### src/rtl/arb_pkg.sv
// Shared constants, FSM state type and index-to-one-hot helper for the 16-way arbiter.
package arb_pkg;

  localparam int NUM_REQ = 16;
  localparam int SEL_W   = 4;

  typedef enum logic {
    IDLE = 1'b0,
    BUSY = 1'b1
  } state_t;

  function automatic logic [NUM_REQ-1:0] idx2onehot(input logic [SEL_W-1:0] idx);
    logic [NUM_REQ-1:0] v;
    v      = '0;
    v[idx] = 1'b1;
    return v;
  endfunction

endpackage

### src/rtl/rr_pick16.sv
// Combinational round-robin picker: first set bit of req scanning from ptr+1 upward, wrapping mod 16.
module rr_pick16
  import arb_pkg::*;
(
  input  logic [NUM_REQ-1:0] req,
  input  logic [SEL_W-1:0]   ptr,
  output logic               found,
  output logic [SEL_W-1:0]   idx
);

  logic [SEL_W-1:0]   w_start;
  logic [NUM_REQ-1:0] w_rot;
  logic [SEL_W-1:0]   w_off;
  logic               w_found;

  // Rotate so that index ptr+1 lands on bit 0; lowest set bit is then the winner.
  assign w_start = ptr + SEL_W'(1);
  assign w_rot   = (req >> w_start) | (req << (5'd16 - {1'b0, w_start}));

  always_comb begin
    w_found = 1'b0;
    w_off   = '0;
    for (int i = NUM_REQ - 1; i >= 0; i--) begin
      if (w_rot[i]) begin
        w_found = 1'b1;
        w_off   = SEL_W'(i);
      end
    end
  end

  assign found = w_found;
  assign idx   = w_off + w_start;

endmodule

### src/rtl/mux16_arbiter.sv
// Round-robin arbiter owning the select of a 16:1 mux; holds each grant until done, abandon or watchdog.
// Optional watchdog compiled in with `define MUX16_ARB_TIMEOUT_EN.
module mux16_arbiter
  import arb_pkg::*;
#(
  parameter int TIMEOUT_CYCLES = 255
) (
  input  logic               clk,
  input  logic               reset,
  input  logic [NUM_REQ-1:0] req,
  input  logic               done,
  output logic [NUM_REQ-1:0] grant,
  output logic [SEL_W-1:0]   sel,
  output logic               valid,
  output logic               timeout
);

  state_t             r_state;
  logic [SEL_W-1:0]   r_ptr;
  logic [SEL_W-1:0]   r_sel;
  logic [NUM_REQ-1:0] r_grant;
  logic               r_valid;
  logic               r_timeout;

  logic               w_busy;
  logic               w_fire;
  logic               w_release;
  logic [NUM_REQ-1:0] w_pick_req;
  logic [SEL_W-1:0]   w_pick_ptr;
  logic               w_found;
  logic [SEL_W-1:0]   w_idx;

  assign w_busy    = (r_state == BUSY);
  assign w_release = w_busy && (done || !req[r_sel] || w_fire);

  // While busy the only arbitration that matters is the release re-grant, which
  // excludes the current holder and treats it as the newest winner.
  assign w_pick_req = w_busy ? (req & ~r_grant) : req;
  assign w_pick_ptr = w_busy ? r_sel : r_ptr;

  rr_pick16 u_pick (
    .req   (w_pick_req),
    .ptr   (w_pick_ptr),
    .found (w_found),
    .idx   (w_idx)
  );

`ifdef MUX16_ARB_TIMEOUT_EN
  localparam int CNT_W = $clog2(TIMEOUT_CYCLES);
  localparam logic [CNT_W-1:0] CNT_LAST = CNT_W'(TIMEOUT_CYCLES - 1);

  logic [CNT_W-1:0] r_cnt;

  assign w_fire = w_busy && (r_cnt == CNT_LAST);

  always_ff @(posedge clk or posedge reset) begin
    if (reset) begin
      r_cnt <= '0;
    end else if (!w_busy || w_release) begin
      r_cnt <= '0;
    end else begin
      r_cnt <= r_cnt + CNT_W'(1);
    end
  end
`else
  // Without the watchdog a grant never expires; the parameter only matters when it is built.
  assign w_fire = (TIMEOUT_CYCLES < 0);
`endif

  always_ff @(posedge clk or posedge reset) begin
    if (reset) begin
      r_state   <= IDLE;
      r_ptr     <= '1;
      r_sel     <= '0;
      r_grant   <= '0;
      r_valid   <= 1'b0;
      r_timeout <= 1'b0;
    end else begin
      r_timeout <= 1'b0;
      case (r_state)
        IDLE: begin
          if (w_found) begin
            r_state <= BUSY;
            r_sel   <= w_idx;
            r_grant <= idx2onehot(w_idx);
            r_valid <= 1'b1;
          end
        end
        BUSY: begin
          if (w_release) begin
            r_ptr     <= r_sel;
            r_timeout <= w_fire && !done;
            if (w_found) begin
              r_sel   <= w_idx;
              r_grant <= idx2onehot(w_idx);
            end else begin
              r_state <= IDLE;
              r_grant <= '0;
              r_valid <= 1'b0;
            end
          end
        end
        default: r_state <= IDLE;
      endcase
    end
  end

  assign grant   = r_grant;
  assign sel     = r_sel;
  assign valid   = r_valid;
  assign timeout = r_timeout;

endmodule

### config.mk
export PLATFORM = sky130hd
export DESIGN_NAME = mux16_arbiter
export DESIGN_NICKNAME = d
export VERILOG_FILES = /design/src/rtl/arb_pkg.sv /design/src/rtl/rr_pick16.sv /design/src/rtl/mux16_arbiter.sv
export SDC_FILE = /design/constraint.sdc
export NUM_CORES = 1
export LEC_CHECK = 0
export BUFFER_PORTS_ARGS = -buffer_cell sky130_fd_sc_hd__buf_2
export CAP_MARGIN = 20
export CORE_ASPECT_RATIO = 0.8
export CORE_MARGIN = 4
export CORE_UTILIZATION = 30
export CTS_BUF_LIST = sky130_fd_sc_hd__clkbuf_8
export DETAILED_ROUTE_END_ITERATION = 16
export PLACE_DENSITY_LB_ADDON = 0.12
export SYNTH_ARGS = -nofsm -noshare
export SYNTH_HDL_FRONTEND = slang
export SYNTH_SLANG_ARGS = --single-unit
### constraint.sdc
create_clock -name clk -period 6.8 [get_ports clk]
set_clock_uncertainty 0.2 [all_clocks]
set_input_delay 0.34 -clock clk [delete_from_list [all_inputs] [get_ports clk]]
set_output_delay 0.34 -clock clk [all_outputs]
set_load 0.02 [all_outputs]
# After elaboration in Yosys (flattened, before gate mapping)
# Index checks and enable logic that the tools add are counted.
dict set report totals {
  elab_cells 79
  register_bits 26
  input_bits 19
  out_inout_bits 22
}
dict set report op_classes {
  n_mux 52
  n_lt_le_gt_ge 3
  n_bitwise 4
  addsub 3
  eq_ne 3
  shift 2
  n_reduce_logical 7
}
# operator n
set op_table {}
lappend op_table {{$mux 4} 19}
lappend op_table {{$mux 16} 4}
lappend op_table {{$pmux 16 s2} 1}
lappend op_table {{$mux 1} 23}
lappend op_table {{$and 16x16->16} 1}
lappend op_table {{$not 16->16} 1}
lappend op_table {{$or 16x16->16} 1}
lappend op_table {{$shl 16x5->16} 1}
lappend op_table {{$shr 16x4->16} 1}
lappend op_table {{$lt 4x5->1 const B} 2}
lappend op_table {{$pmux 4 s2} 1}
lappend op_table {{$sub 5x4->5 const A} 1}
lappend op_table {{$add 4x1->4 const B} 1}
lappend op_table {{$add 4x4->4} 1}
lappend op_table {{$bmux 1 s4} 1}
lappend op_table {{$demux 1 s4} 1}
lappend op_table {{$ge 4x1->1 const B} 1}
lappend op_table {{$ne 2x1->1 const B} 2}
lappend op_table {{$pmux 1 s2} 2}
lappend op_table {{$reduce_and 2->1} 2}
lappend op_table {{$reduce_and 3->1} 1}
lappend op_table {{$logic_and 1x1->1} 2}
lappend op_table {{$ne 2x2->1 const B} 1}
lappend op_table {{$logic_not 1->1} 1}
lappend op_table {{2 further kinds} 2}

# Depth between registers and ports, before layout
# Gate-level depths: netlist (run 1).
dict set report logic_depth {
  word_depth 29
  ltp_mapped 26
}

# Modules after synthesis
# Synthesis (run 1) repeated with hierarchy kept, for this count alone.
dict set report unflattened {
  cells_unflattened 421
  area_unflattened_um2 3628.5
}
# mod cells_per_inst area_each_um2 seq_area_each_um2 instances
set by_module_without_submodules {}
lappend by_module_without_submodules {rr_pick16 288 2148.3 0.0 1}
lappend by_module_without_submodules {mux16_arbiter 133 1480.2 655.6 1}

# Worst setup path before layout (run 1)
# No wires, ideal clock.
dict set report synth_timing {
  path_kind {reg-to-reg}
  start {reg r_state}
  end {reg r_grant[10], in the netlist grant[10]}
  setup_slack_ps 1315
  setup_time_ps 66
  n_path_buf 5
  required_time_ps 6534
  arrival_ps 5218
  path_stages_with_launch 25
  synth_period_minus_slack_ps 5485
  path_cell_list {dfrtp_1 buf_6 buf_2 clkbuf_1 mux2_2 ha_1 buf_2 inv_1 nand2_1 o22ai_1 nand2_1 or4bb_1 a22oi_1 or3b_1 buf_4 a211oi_1 nor3b_1 ha_1 a21oi_1 xnor2_1 nor2b_1 nor2b_1 nand2_1 o22ai_1 a22o_1}
}
dict set report synth_via {
  elab_chain_len 29
}
# element line
set synth_rtl {}
lappend synth_rtl {{start: declaration} mux16_arbiter.sv:18} ;# state_t r_state;
lappend synth_rtl {{start signal: assignment} mux16_arbiter.sv:72} ;# r_state <= IDLE;
lappend synth_rtl {{start signal: assignment} mux16_arbiter.sv:83} ;# r_state <= BUSY;
lappend synth_rtl {{start signal: assignment} mux16_arbiter.sv:97} ;# r_state <= IDLE;
lappend synth_rtl {{$mux 4} mux16_arbiter.sv:39} ;# assign w_pick_ptr = w_busy ? r_sel : r_ptr;
lappend synth_rtl {{$add 4x1->4} rr_pick16.sv:17} ;# assign w_start = ptr + SEL_W'(1);
lappend synth_rtl {{$sub 5x4->5} rr_pick16.sv:18} ;# assign w_rot = (req >> w_start) | (req << (5'd16 - {1'b0, w_start}));
lappend synth_rtl {{$shl 16x5->16} rr_pick16.sv:18}
lappend synth_rtl {{$or 16x16->16} rr_pick16.sv:18}
lappend synth_rtl {{$mux 4 (16 in a row)} rr_pick16.sv:24} ;# if (w_rot[i]) begin
lappend synth_rtl {{$add 4x4->4} rr_pick16.sv:32} ;# assign idx = w_off + w_start;
lappend synth_rtl {{$lt 4x5->1 (not written as such) / $ge 4x1->1 (equally long branches)} arb_pkg.sv:15} ;# v[idx] = 1'b1;
lappend synth_rtl {{$logic_and 1x1->1 (not written as such)} arb_pkg.sv:15}
lappend synth_rtl {{$mux 1 (not written as such)} arb_pkg.sv:15}
lappend synth_rtl {{$demux 1 s4} arb_pkg.sv:15}
lappend synth_rtl {{$mux 16} mux16_arbiter.sv:93} ;# if (w_found) begin
lappend synth_rtl {{$mux 16} mux16_arbiter.sv:90} ;# if (w_release) begin
lappend synth_rtl {{$pmux 16 s2} mux16_arbiter.sv:80} ;# case (r_state)
lappend synth_rtl {{end signal: assignment} mux16_arbiter.sv:85} ;# r_grant <= idx2onehot(w_idx);
lappend synth_rtl {{end signal: assignment} mux16_arbiter.sv:95} ;# r_grant <= idx2onehot(w_idx);
lappend synth_rtl {{end: declaration} mux16_arbiter.sv:21} ;# logic [NUM_REQ-1:0] r_grant;
# Parallel ways exist; a longest one is shown, timed or not. The select of a mux whose other input is x is not followed.
# A chain may end at the register's enable or synchronous reset.

# Worst setup path in the final report (run 1)
dict set report layout_timing {
  start {reg r_ptr[0]}
  end {reg r_grant[10], in the netlist grant[10]}
}
dict set report layout_via {
  elab_chain_len 29
}
# element line
set layout_rtl {}
lappend layout_rtl {{start: declaration} mux16_arbiter.sv:19} ;# logic [SEL_W-1:0] r_ptr;
lappend layout_rtl {{start signal: assignment} mux16_arbiter.sv:91} ;# r_ptr <= r_sel;
lappend layout_rtl {{$mux 4 *} mux16_arbiter.sv:39}
lappend layout_rtl {{$add 4x1->4 *} rr_pick16.sv:17}
lappend layout_rtl {{$sub 5x4->5} rr_pick16.sv:18}
lappend layout_rtl {{$shl 16x5->16} rr_pick16.sv:18}
lappend layout_rtl {{$or 16x16->16} rr_pick16.sv:18}
lappend layout_rtl {{$mux 4 (16 in a row)} rr_pick16.sv:24}
lappend layout_rtl {{$add 4x4->4} rr_pick16.sv:32}
lappend layout_rtl {{$lt 4x5->1 (not written as such) / $ge 4x1->1 (equally long branches)} arb_pkg.sv:15}
lappend layout_rtl {{$logic_and 1x1->1 (not written as such)} arb_pkg.sv:15}
lappend layout_rtl {{$mux 1 (not written as such)} arb_pkg.sv:15}
lappend layout_rtl {{$demux 1 s4} arb_pkg.sv:15}
lappend layout_rtl {{$mux 16} mux16_arbiter.sv:93}
lappend layout_rtl {{$mux 16} mux16_arbiter.sv:90}
lappend layout_rtl {{$pmux 16 s2} mux16_arbiter.sv:80}
# Every way passes the cells marked *; elsewhere a longest branch is shown, timed or not. The select of a mux whose other input is x is not followed.

==> impl_results.md, run 1 <==
* Root Buffer: clkbuf_8
* Vias/cell at 6.34
* Placed inst area at 0.00426 mm^2
* Final worst path period share at 0.906
* TritonCTS clock tree: built
* I/O Pins at 41
* Clock Tree Buf Depth at 2
* Max Fclk at 0.162 GHz
* Post-synth top flop: dfrtp_1
* Clk_lat worst skew at 0.29 ns
* Largest net degree at the start of global routing at 39
* Setup Crit Path Kind: reg -> reg
* Cell Chain, Critical Path: mux2i_4 -> inv_4 -> ha_1 -> inv_1 -> nand2_1 -> o22ai_1 -> nand2_1 -> or4bb_1 -> a22oi_1 -> or3b_1 -> a211oi_1 -> nor3b_1 -> ha_1 -> a21oi_1 -> xnor2_1 -> nor2b_1 -> nor2b_1 -> nand2_1 -> o22ai_1 -> a22o_1
* Layout cell share with drive strength beyond 1 at 0.196
* Worst Hold Endpoint: r_ptr[3]
* Type of destination of the critical path: register
* Unique masters post-synth at 79
* Yosys warning count at 0
* First-pass iteration count of the detailed router at 5
* Post-synth EDFFs at 0
* Status: finished, final reports clean
* Sink Count at 26
* Cell Area, Synth at 0.00393 mm^2
* Clock transition at path regs at 0.10 ns
* Delay-heaviest family, CP: simple AND/OR/NAND/NOR gates
* Die Wd at 136 um
* Starting Density at 0.306
* Die Y at 110 um
* Hpwl dp at 12,600 um
* R2R Path End: grant[10]
* Hold Crit Class: reg -> reg
* WP buf/inv at 2
* Maximum capacitance violations at 0
* Die ar. at 0.0150 mm^2
* Via count at 4,351
* Core Region at 0.0128 mm^2
* Total track usage at 0.213
* Hold Path Depth at 2
* Final core utilization at 0.341
* Unrepaired setup endpoints after global routing: no
* Initial antenna violation count at 1
* Post-Syn Nets at 516
* R2R Setup Slk at 0.64 ns
* Setup TNS at 0 ns
* Avg WL per Cell at 23.0 um
* Residual DRC at 0
* R2r startpoint: r_ptr[0]
* Global-route wire length before repair at 24,300 um
* Slew margin rel. at 0.226
* PortBufs at 39
* Hold Fails Final Rpt at 0
* Syn avg cell area at 8.00 um^2
* # resized after CTS at 0
* Initial DRC count at 554
* Inst Count DP at 680
* Critical path's slowest cell: dfstp_2
* Critical Path AT at 6.19 ns
* Final nets at 537
* Cell Count, Final, Fillers Out at 686
* CP max FO at 20
* FF+latch count, synth at 26
* CP Launch Type: register
* Number of global-route vias before repair at 4,033
* CP max stage delay at 0.68 ns
* CTS Buf Count at 3
* Total wire length at 15,800 um
* Worst hold path startpoint: r_ptr[3]
* H-tree levels at 1
* N_diodes at 0
* Grt total ovfl at 0
* Critical Path RT at 6.83 ns
* Post-synthesis sequential area ratio at 0.167
* Global placer's final weighted congestion at 1.05
* Rows at 37
* Fin. max-slew vios at 0
* Cells on worst reg2reg path at 20
* Design Area, Final at 0.00437 mm^2
* Final setup viols at 0
* Fill count at 1,382
* Layout area overhead at 11.1%
* Worst-Margin Slew at 1.16 ns
* Synth async-reset ratio at 1.00
* Post-layout minimum cycle time at 6.16 ns
* Antenna-violating nets left at 0
* Critical path's most frequent cell: nand2_1
* Synth Instances at 491
## worst max-delay path by stage
stage / slack [ns] / endpoint / cells past startpoint / from
3_3_place_gp: 0.81 / grant[12] / 21 / r_ptr[0]
6_report: 0.64 / grant[10] / 20 / r_ptr[0]
2_1_floorplan: 1.32 / grant[10] / 24 / r_state
4_1_cts: 0.68 / grant[10] / 20 / r_state
5_1_grt: 0.21 / grant[9] / 20 / r_ptr[0]
3_5_place_dp: 0.74 / grant[10] / 20 / r_state
## worst reg2reg max path: cells and delay by family (launching register included)
kind | cells | cell delay, ns
AOI/OAI and AO/OA | 6 | 1.46
xor gates and xnor gates | 1 | 0.17
adders and majority gates | 2 | 0.73
buffers and inverters | 2 | 0.47
DFF | 1 | 0.68
muxes | 1 | 0.11
and+or+nand+nor | 8 | 2.28
## sequential cells by signal, summed over array words and instances, names as in the netlist
register,count
valid,1
sel,4
grant,16
r_state,1
r_ptr,4
## cell families (layout without fill, tap and decap cells)
kind of cell    after synthesis  after routing  synth area share
compound gates              194            194             0.358
xor+xnor                      6              6            0.0226
fa+ha+maj                     6              6            0.0210
buf+inv                      50             70            0.0589
flops                        26             26             0.167
mux                          37             37             0.143
other cells                   1              1          0.000954
simple gates                171            171             0.229
## final cells by class
class / count / area (um^2) / area share
flip-flops and latches: 26 / 656 / 0.150
multi-input cells: 415 / 3050 / 0.699
inverters: 14 / 55.1 / 0.0126
clock inverters: 1 / 30.0 / 0.00687
repair buffers: 52 / 315 / 0.0722
clock buffers: 3 / 41.3 / 0.00945
well taps: 175 / 219 / 0.0501
## what timing repair did
item	CTS	global route
setup buffers	0	0
hold buffers	0	1
hold endpoints to repair	0	3
## Yosys cell counts, types with 5 or more instances
library cell / count / area share
o21a_1: 7 / 0.013
inv_1: 12 / 0.011
buf_2: 12 / 0.015
mux2i_1: 13 / 0.033
a21oi_1: 24 / 0.031
a21o_1: 10 / 0.019
o22ai_1: 8 / 0.013
mux4_2: 11 / 0.063
nand2b_1: 10 / 0.016
o211ai_1: 8 / 0.015
dfrtp_1: 22 / 0.14
mux2_2: 10 / 0.029
and2_1: 5 / 0.0080
o32ai_1: 7 / 0.016
a21boi_0: 13 / 0.025
nor2b_1: 13 / 0.021
nor3_1: 15 / 0.019
a221o_1: 7 / 0.018
o21ai_0: 31 / 0.039
ha_1: 5 / 0.016
nor2_1: 36 / 0.034
a211oi_1: 8 / 0.015
a22o_1: 6 / 0.013
nand3_1: 19 / 0.024
a211o_1: 5 / 0.011
or3_1: 5 / 0.0080
clkbuf_1: 19 / 0.018
a21bo_2: 5 / 0.013
a31oi_1: 10 / 0.016
nand2_1: 41 / 0.039
## metal layers
layer,vias up,global-route usage,part of all wire,routed length [um]
met2,243,0.314,0.43,6740
met3,16,0.0563,0.098,1550
met5,-,0,0.00082,13
met4,2,0.0245,0.0087,138
met1,2133,0.320,0.47,7370
li1,1957,-,-,-
## stage by stage
stage,hold slack [ns],setup WS [ns]
finish,0.305,0.640
global route,0.342,0.212
CTS,0.132,0.682
detailed placement,0.296,0.743
global placement,0.280,0.808
floorplan,0.177,1.32
## placed cells by master (no fill, tap or decap), types with 15 or more instances in the layout
master,count
a21oi_1,24
buf_2,39
dfrtp_1,22
nand2_1,41
nand3_1,19
nor2_1,36
nor3_1,15
o21ai_0,31
Power of run 1 is left out: the tool's default activity adds up to more than one toggle a clock period on the data nets, which glitch-free logic cannot reach.
==> inputs of run 2 (changes only) <==
--- a/config.mk
+++ b/config.mk
@@ -5,6 +5,7 @@
 export SDC_FILE = /design/constraint.sdc
 export NUM_CORES = 1
 export LEC_CHECK = 0
+export ABC_AREA = 1
 export BUFFER_PORTS_ARGS = -buffer_cell sky130_fd_sc_hd__buf_2
 export CAP_MARGIN = 20
 export CORE_ASPECT_RATIO = 0.8
==> constraint.sdc (replaced) <==
create_clock -name clk -period 8 [get_ports clk]
set_clock_uncertainty 0.2 [all_clocks]
set_input_delay 0.4 -clock clk [delete_from_list [all_inputs] [get_ports clk]]
set_output_delay 0.4 -clock clk [all_outputs]
set_load 0.02 [all_outputs]
==> run 2 against run 1 <==
Effect of this change: maximum frequency shrank 3.0%; final cell count grew 3.6%; first-iteration DRC count is 45% lower; wire length shrank 25%; global-route usage fell by 1.7 points; via count shrank 16%; non-clock buffer count shrank 12; die area fell by 17%; register-to-register slack better by 1.0 ns; worst setup slack gained 1.0 ns; synthesized area down 18%.
==> impl_results.md, run 2 <==
* Initial DRC count at 304 (was 554)
* Synth Instances at 550 (was 491)
* Max reg flops at 16 (unchanged)
* Global placer's final weighted congestion at 0.883 (was 1.05)
* Final hold slack at 0.0238 ns (was 0.305 ns)
* Starting Density at 0.310 (was 0.306)
* Avg WL per Cell at 16.7 um (was 23.0 um)
* Unrepaired setup endpoints after global routing: no (unchanged)
* Largest net degree at the start of global routing at 27 (was 39)
* PortBufs at 39 (unchanged)
* Hold Fails Final Rpt at 0 (unchanged)
* Maximum capacitance violations at 0 (unchanged)
* Top cell type by total area after synthesis: nand2_1 (was dfrtp_1)
* Final worst slack at 1.65 ns (was 0.640 ns)
* Max Fclk at 0.158 GHz (was 0.162 GHz)
* Antenna-violating nets left at 0 (unchanged)
* CP Launch Type: register (unchanged)
* Via count at 3,662 (was 4,351)
* Critical Path AT at 6.33 ns (was 6.19 ns)
* CP max stage delay at 0.86 ns (was 0.68 ns)
* Initial antenna violation count at 1 (unchanged)
* CTS Buf Count at 3 (unchanged)
* Fin. max-slew vios at 0 (unchanged)
* Vias/cell at 5.15 (was 6.34)
* Top layer in use: met5 (unchanged)
* Final core utilization at 0.339 (was 0.341)
* Number of global-route vias before repair at 3,376 (was 4,033)
* Critical path's slowest cell: dfrtp_1 (was dfstp_2)
* Core Region at 0.0104 mm^2 (was 0.0128 mm^2)
* Critical path's most frequent cell: nand2_1 (unchanged)
* # resized after CTS at 0 (unchanged)
* Worst slack, placed at 1.72 ns (was 0.743 ns)
* First-pass iteration count of the detailed router at 5 (unchanged)
* Delay-heaviest family, CP: simple AND/OR/NAND/NOR gates (unchanged)
* Post-synth EDFFs at 0 (unchanged)
* Grt total ovfl at 0 (unchanged)
* Post-synth top cells: nand2_1, nand3_1, o21ai_1 (was nand2_1, nor2_1, o21ai_0)
* Layout area overhead at 9.51% (was 11.1%)
* Slew margin rel. at 0.465 (was 0.226)
* Type of destination of the critical path: register (unchanged)
* Rows at 33 (was 37)
* FF+latch count, synth at 26 (unchanged)
* H-tree levels at 1 (unchanged)
* N_diodes at 0 (unchanged)
* Worst-Margin Slew at 0.800 ns (was 1.16 ns)
* Critical Path RT at 7.98 ns (was 6.83 ns)
* CP max FO at 25 (was 20)
* Clock Tree Buf Depth at 2 (unchanged)
* Synth async-reset ratio at 1.00 (unchanged)
* Post-layout minimum cycle time at 6.35 ns (was 6.16 ns)
* Commonest cells after routing, fill and taps aside: nand2_1, nand3_1, o21ai_1 (was nand2_1, buf_2, nor2_1)
* Post-synth top flop: dfrtp_1 (unchanged)
* Die ar. at 0.0124 mm^2 (was 0.0150 mm^2)
* Residual DRC at 0 (unchanged)
* TritonCTS clock tree: built (unchanged)
* Cts hold-fix bufs at 0 (unchanged)
* Global-route wire length before repair at 18,700 um (was 24,300 um)
* Setup Crit Path Kind: reg -> reg (unchanged)
* Total track usage at 0.196 (was 0.213)
* Yosys warning count at 0 (unchanged)
* Post-synthesis sequential area ratio at 0.204 (was 0.167)
* Fill count at 1,188 (was 1,382)
* Synth top area share at 0.290 (was 0.140)
* Die Y at 101 um (was 110 um)
* Syn avg cell area at 5.84 um^2 (was 8.00 um^2)
* Setup TNS at 0 ns (unchanged)
* Final worst path period share at 0.794 (was 0.906)
* Count leader, synth: nand2_1 (unchanged)
* Sink Count at 26 (unchanged)
* Clock transition at path regs at 0.10 ns (about the same)
* Met3 WL at 801 um (was 1550 um)
* Top cells by area, synth: nand2_1, dfrtp_1, nand3_1, o21ai_1, dfstp_2 (was dfrtp_1, mux4_2, o21ai_0, nand2_1, nor2_1)
* Root Buffer: clkbuf_8 (unchanged)
* Total wire length at 11,900 um (was 15,800 um)
* Met2 routed WL at 4870 um (was 6740 um)
* Commonest non-fill, non-tap cell in the layout: nand2_1 (unchanged)
* Cell Area, Synth at 0.00321 mm^2 (was 0.00393 mm^2)
* Layout cell share with drive strength beyond 1 at 0.166 (was 0.196)
* Clk_lat worst skew at 0.29 ns (about the same)
* Final nets at 597 (was 537)
* Wl on met1 at 6130 um (was 7370 um)
* Post-CTS setup buffer count at 0 (unchanged)
* Unique masters post-synth at 44 (was 79)
* Hold Crit Class: in -> async (was reg -> reg)
* Die Wd at 124 um (was 136 um)
* WP buf/inv at 5 (was 2)
* Status: finished, final reports clean (unchanged)
* Final setup viols at 0 (unchanged)
* I/O Pins at 41 (unchanged)
* Post-Syn Nets at 575 (was 516)
* Hpwl dp at 9640 um (was 12,600 um)
run 2: area by class of cell:
type	count	area [um^2]	share of cell area
Sequential cell	26	656	0.186
Tap cell	140	175	0.0498
Clock inverter	1	30.0	0.00854
Clock buffer	3	41.3	0.0117
Inverter	37	141	0.0402
Multi-Input combinational cell	464	2250	0.640
Timing Repair Buffer	40	223	0.0633
run 2: path summary, 6_finish.rpt:
| check | startpoint | end | slack [ns] | cells after the start |
|---|---|---|---|---|
| hold / removal | reset | r_ptr[0] | 0.02 | 2 |
| setup / recovery | r_state | grant[10] | 1.65 | 36 |
| setup reg to reg | r_state | grant[10] | 1.65 | 36 |
| hold reg to reg | r_ptr[3] | r_ptr[3] | 0.30 | 2 |
| max in group asynchronous | reset | r_ptr[3] | 7.35 | 3 |
| min in group clk | r_ptr[3] | r_ptr[3] | 0.30 | 2 |
run 2: worst register-to-register path, delay by kind of cell, from the launching register on:
kind | cells | cell delay [ns]
AND/OR/NAND/NOR | 25 | 2.43
adder cells (fa/ha/maj) | 3 | 1.13
buffers and inverters | 5 | 1.02
flip-flops | 1 | 0.86
XOR/XNOR | 1 | 0.31
AO/OA/AOI/OAI | 2 | 0.25
run 2: metal layers:
metal | up-vias | track usage
met4 | 2 | 0.0221
met2 | 98 | 0.273
met5 | - | 0
met1 | 1725 | 0.310
li1 | 1827 | -
met3 | 10 | 0.0443
run 2: logic make-up after synthesis:
kind of cell,count (synthesis),synth area share
AO/OA/AOI/OAI,103,0.183
XOR/XNOR,3,0.0140
adder cells (fa/ha/maj),6,0.0257
buffers and inverters,60,0.0951
flip-flops,26,0.204
multiplexers,1,0.00312
other,1,0.00117
AND/OR/NAND/NOR,350,0.473
run 2: metrics by stage:
stage	instances	cell area [um^2]
final	711	3520
after floorplan	550	3210
after CTS	710	3490
after global routing	711	3520
after global placement	706	3420
after detailed placement	706	3420
Power of run 2 is left out for the same reason.
